`config.mk`:
```
export PLATFORM = sky130hd
export DESIGN_NAME = cra_next_adr
export DESIGN_NICKNAME = d
export VERILOG_FILES = /design/src/rtl/cra_next_adr.sv
export SDC_FILE = /design/constraint.sdc
export NUM_CORES = 1
export LEC_CHECK = 0
export ABC_AREA = 1
export CORE_MARGIN = 2
export CORE_UTILIZATION = 60
export CTS_CLUSTER_DIAMETER = 100
export DETAILED_ROUTE_END_ITERATION = 8
export GPL_TIMING_DRIVEN = 0
export PLACE_DENSITY = 0.83
export REMOVE_ABC_BUFFERS = 1
export SYNTH_ARGS = -nofsm -noshare
export SYNTH_HDL_FRONTEND = slang
export SYNTH_SLANG_ARGS = --single-unit
```
`constraint.sdc`:
```
create_clock -name clk -period 6.4 [get_ports clk]
set_input_delay 1.28 -clock clk [delete_from_list [all_inputs] [get_ports clk]]
set_output_delay 1.28 -clock clk [all_outputs]
set_load 0.05 [all_outputs]
```
`src/rtl/cra_next_adr.sv`:
```
// CRAM next-address sequencer: dispatch, skip, call/return stack, stall hold and diagnostic load.
// CRADR is combinational from CUR_ADR, stack top and the current microword fields; all state updates on clk.
module cra_next_adr #(
  parameter int STACK_DEPTH = 16,
  parameter int ADR_W       = 12
) (
  input  logic                           clk,
  input  logic                           reset,
  input  logic [ADR_W-1:0]               CRAM_J,
  input  logic                           CRAM_CALL,
  input  logic [4:0]                     CRAM_DISP,
  input  logic [5:0]                     CRAM_SKIP,
  input  logic                           SKIP_TRUE,
  input  logic [3:0]                     DISP_DATA,
  input  logic [ADR_W-1:0]               DR_ADR,
  input  logic                           STALL,
  input  logic                           DIAG_LOAD,
  input  logic [ADR_W-1:0]               DIAG_ADR,
  output logic [ADR_W-1:0]               CRADR,
  output logic [ADR_W-1:0]               CUR_ADR,
  output logic [$clog2(STACK_DEPTH):0]   STACK_LVL,
  output logic                           STACK_OVF,
  output logic                           STACK_UNF
);

  localparam int PTR_W = $clog2(STACK_DEPTH);
  localparam int LVL_W = PTR_W + 1;

  localparam logic [4:0] DISP_RET  = 5'h11;
  localparam logic [4:0] DISP_DRAM = 5'h12;
  localparam logic [4:0] DISP_16W  = 5'h13;
  localparam logic [4:0] DISP_2W   = 5'h14;

  logic [ADR_W-1:0] stack_mem [STACK_DEPTH];

  logic [LVL_W-1:0] lvl;
  logic [PTR_W-1:0] top_idx;
  logic [PTR_W-1:0] push_idx;
  logic             stack_empty;
  logic             stack_full;
  logic [ADR_W-1:0] tos;
  logic             is_ret;
  logic             seq_en;
  logic             do_skip;
  logic [ADR_W-1:0] base_adr;
  logic [ADR_W-1:0] next_adr;

  assign stack_empty = (lvl == '0);
  assign stack_full  = (lvl == LVL_W'(STACK_DEPTH));
  assign top_idx     = PTR_W'(lvl - LVL_W'(1));
  assign push_idx    = PTR_W'(lvl);
  // An empty stack reads as zero so RETURN degenerates to a plain jump to J.
  assign tos         = stack_empty ? '0 : stack_mem[top_idx];

  assign is_ret  = (CRAM_DISP == DISP_RET);
  assign seq_en  = !STALL && !DIAG_LOAD;
  assign do_skip = (CRAM_SKIP != 6'd0) && SKIP_TRUE;

  always_comb begin
    base_adr = CRAM_J;
    case (CRAM_DISP)
      DISP_RET:  base_adr = tos | CRAM_J;
      DISP_DRAM: base_adr = DR_ADR;
      DISP_16W:  base_adr = CRAM_J | ADR_W'(DISP_DATA);
      DISP_2W:   base_adr = CRAM_J | ADR_W'(DISP_DATA[0]);
      default:   base_adr = CRAM_J;
    endcase
  end

  always_comb begin
    next_adr = '0;
    if (reset) begin
      next_adr = '0;
    end else if (DIAG_LOAD) begin
      next_adr = DIAG_ADR;
    end else if (STALL) begin
      next_adr = CUR_ADR;
    end else begin
      next_adr = do_skip ? (base_adr | ADR_W'(1)) : base_adr;
    end
  end

  assign CRADR     = next_adr;
  assign STACK_LVL = lvl;

  always_ff @(posedge clk or posedge reset) begin
    if (reset) begin
      CUR_ADR <= '0;
    end else begin
      CUR_ADR <= next_adr;
    end
  end

  // Storage needs no reset: entries above lvl are never read.
  always_ff @(posedge clk) begin
    if (!reset && seq_en && CRAM_CALL) begin
      if (is_ret && !stack_empty) begin
        stack_mem[top_idx] <= CUR_ADR;
      end else if (!stack_full) begin
        stack_mem[push_idx] <= CUR_ADR;
      end
    end
  end

  always_ff @(posedge clk or posedge reset) begin
    if (reset) begin
      lvl       <= '0;
      STACK_OVF <= 1'b0;
      STACK_UNF <= 1'b0;
    end else if (seq_en) begin
      if (CRAM_CALL && is_ret) begin
        if (stack_empty) begin
          lvl       <= LVL_W'(1);
          STACK_UNF <= 1'b1;
        end
      end else if (CRAM_CALL) begin
        if (stack_full) begin
          STACK_OVF <= 1'b1;
        end else begin
          lvl <= lvl + LVL_W'(1);
        end
      end else if (is_ret) begin
        if (stack_empty) begin
          STACK_UNF <= 1'b1;
        end else begin
          lvl <= lvl - LVL_W'(1);
        end
      end
    end
  end

endmodule

```
==> results_dict.tcl <==
set metrics [dict create \
    outcome "complete, no violations" \
    syn_to_final_growth_pct 19.2 \
    start_util_pct 60.9 \
    coreArea_sq_um 15100 \
    cts_hold_buf 0 \
    start_kind "register" \
    routed_wl_microns 24000 \
    h-tree-depth 1 \
    yosysWarningCount 0 \
    clockRootBuffer "clkbuf_16" \
    fin_ws_ps 167 \
    port_buffers 87 \
    rows 45 \
    maxCapViolations 0 \
    die-width_microns 128 \
    synth-edff-count 192 \
    overflow 0 \
    antenna_found_initial 0 \
    hold_violations 0 \
    period_minus_slack_ps 6230 \
    vdd_drop_max_uv 271 \
    cts_buffers 22 \
    netlist_instances 827 \
    grt_max_degree 102 \
    min_path_cells 1 \
    finalHoldWorstSlack_ps 472 \
    hpwl_microns 13500 \
    synth.area.top_cells "edfxtp_1 (63%), nand3_1 (9.6%), nand2_1 (9.1%)" \
    via_per_inst 6.23 \
    timing.fmax_mhz 160 \
    synth_flop_cell "edfxtp_1" \
    crit_type "reg -> out" \
    skew_ps 10.7 \
    synth_area_sq_um 9190 \
    p_leak_nw 4.10 \
    arrival_ps 4950 \
    cts.reportedPaths.clkPinSlew_ps 60 \
    finalPower_mw 4.51 \
    min_period_over_period_pct 97.4 \
    wl_per_cell_microns 21.7 \
    grt_pass1_vias 6531 \
    yosysTopAreaCell "edfxtp_1" \
    drive_gt1_share_pct 8.50 \
    grt_pass1_wl_microns 35700 \
    nFillCells 983 \
    synth_cell_types 37 \
    report.final.slew_viol_count 0 \
    setup_viol 0 \
    hp-class "reg -> reg" \
    relSlewSlack_pct 5.12 \
    reg2reg_depth 12 \
    fp.dieH_microns 128 \
    dr.pass1.iters 6 \
    end_kind "output port" \
    synth_seq_cells 211 \
    final_net_count 962 \
    critPathRequiredTime_ps 5120 \
    avgSynthCellArea_sq_um 11.1 \
    dieArea_sq_um 16300 \
    antenna_cells 0 \
    synth_most_common_cell "nand2_1" \
    boundaryPins 88 \
    setup_tns_ps 0 \
    powerDensity_nw_per_um2 411 \
    rsz0062_at_grt "no" \
    dp_slack_ps -1030 \
    async_flop_share_pct 9.00 \
    path_max_fanout 101 \
    yosysTopAreaCellShare_pct 62.7 \
    cts_sinks 211 \
    ys_seq_area_share_pct 67.9 \
    clk-insertion-delay-late_ps 500 \
    ant_nets 0 \
    gp_congestion 0.803 \
    vias 6888 \
    tightest_slew_ps 1420 \
    cts_tree "done" \
    post-route-drc-count 0 \
    dr.first_iter.drc_count 993 \
    clock_path_buffers 3 \
    ys_top_cells_by_count "nand2_1 (224), edfxtp_1 (192), nand3_1 (177)" \
    track_usage_pct 29.1 \
]
-- cell type report --
| class | count | area [sq um] | share of cell area [%] |
|---|---|---|---|
| timing repair buffer | 95 | 998 | 9.11 |
| sequential | 211 | 6240 | 57.0 |
| clock inverter | 8 | 66.3 | 0.605 |
| tap | 188 | 235 | 2.15 |
| multi-input combinational | 536 | 2630 | 24.0 |
| clock buffer | 32 | 629 | 5.74 |
| inverter | 36 | 158 | 1.44 |
-- metrics by stage --
step,util (%),instance area [sq um],std cells
floorplan,-,8970,783
global placement,66.8,10100,1058
detailed placement,67.3,10200,1062
CTS,72.1,10900,1102
global route,72.6,11000,1106
finish,72.6,11000,1106
-- power breakdown --
part	total [mW]	internal, mW	switching (mW)
Clock	1.23	0.723	0.503
Sequential	1.65	1.56	0.0894
Combinational	1.63	0.498	1.13
Total	4.51	2.78	1.73
-- repair_timing --
| item | 4_1_cts | 5_1_grt |
|---|---|---|
| endpoints found under the hold margin | 0 | 0 |
| buffers inserted | 0 | 0 |
| pin swaps | 0 | 1 |
| gates resized for setup | 5 | 6 |
| setup endpoints to repair | 12 | 8 |
-- cells in the final DEF (no fill, tap or decap), types with 5 or more instances in the layout --
cell type	count
clkbuf_16	23
a21oi_1	13
nor2_1	32
a31oi_1	7
nand3_1	177
nor2_2	9
inv_1	27
clkinv_2	5
dlymetal6s2s_1	5
dfrtp_1	18
o221ai_1	9
o21ai_1	7
clkdlybuf4s50_1	82
o21ai_0	22
edfxtp_1	192
buf_6	6
o211ai_1	5
nand2_1	224
clkbuf_1	7
-- state kept, by name (all words and copies together), names as in the netlist --
signal	flops
stack_mem	192
CUR_ADR	12
STACK_LVL	5
STACK_OVF	1
STACK_UNF	1
-- worst max-delay path, cell delays in order (launching register included) --
cell and delay [ps]:
dfrtp_4 700, buf_16 330, clkinv_8 390, ha_4 630
buf_12 260, clkinv_4 340, nand3_1 210, nand3_1 120
nand3_1 120, nand3_1 100, a31oi_1 230, clkdlybuf4s50_1 850
-- layer usage --
metal | vias to the layer above | global-route usage (%) | routed length (microns)
met1 | 3255 | 38.3 | 8700
li1 | 3083 | - | -
met3 | 70 | 5.09 | 2590
met2 | 480 | 48.6 | 11900
met4 | 0 | 12.0 | 726
met5 | - | 0 | 0
-- final timing paths --
path                              start               end  slack [ps]
min in group asynchronous         reset      STACK_LVL[0]        1620
hold / removal                STACK_OVF         STACK_OVF         470
setup reg to reg           STACK_LVL[0]  stack_mem[2][10]        1480
hold reg to reg               STACK_OVF         STACK_OVF         470
max in group asynchronous         reset      STACK_LVL[0]        3880
setup / recovery           STACK_LVL[0]          CRADR[7]         170
-- logic make-up (layout without fill, tap and decap cells) --
| logic type | after synthesis | count (layout) | synth area share (%) |
|---|---|---|---|
| adder cells (fa/ha/maj) | 3 | 3 | 0.408 |
| AND/OR/NAND/NOR | 456 | 456 | 22.3 |
| buffers and inverters | 80 | 171 | 3.86 |
| flip-flops | 211 | 211 | 67.9 |
| XOR/XNOR | 5 | 5 | 0.681 |
| AO/OA/AOI/OAI | 72 | 72 | 4.90 |
No activity file was read; power rests on OpenSTA's default activity.
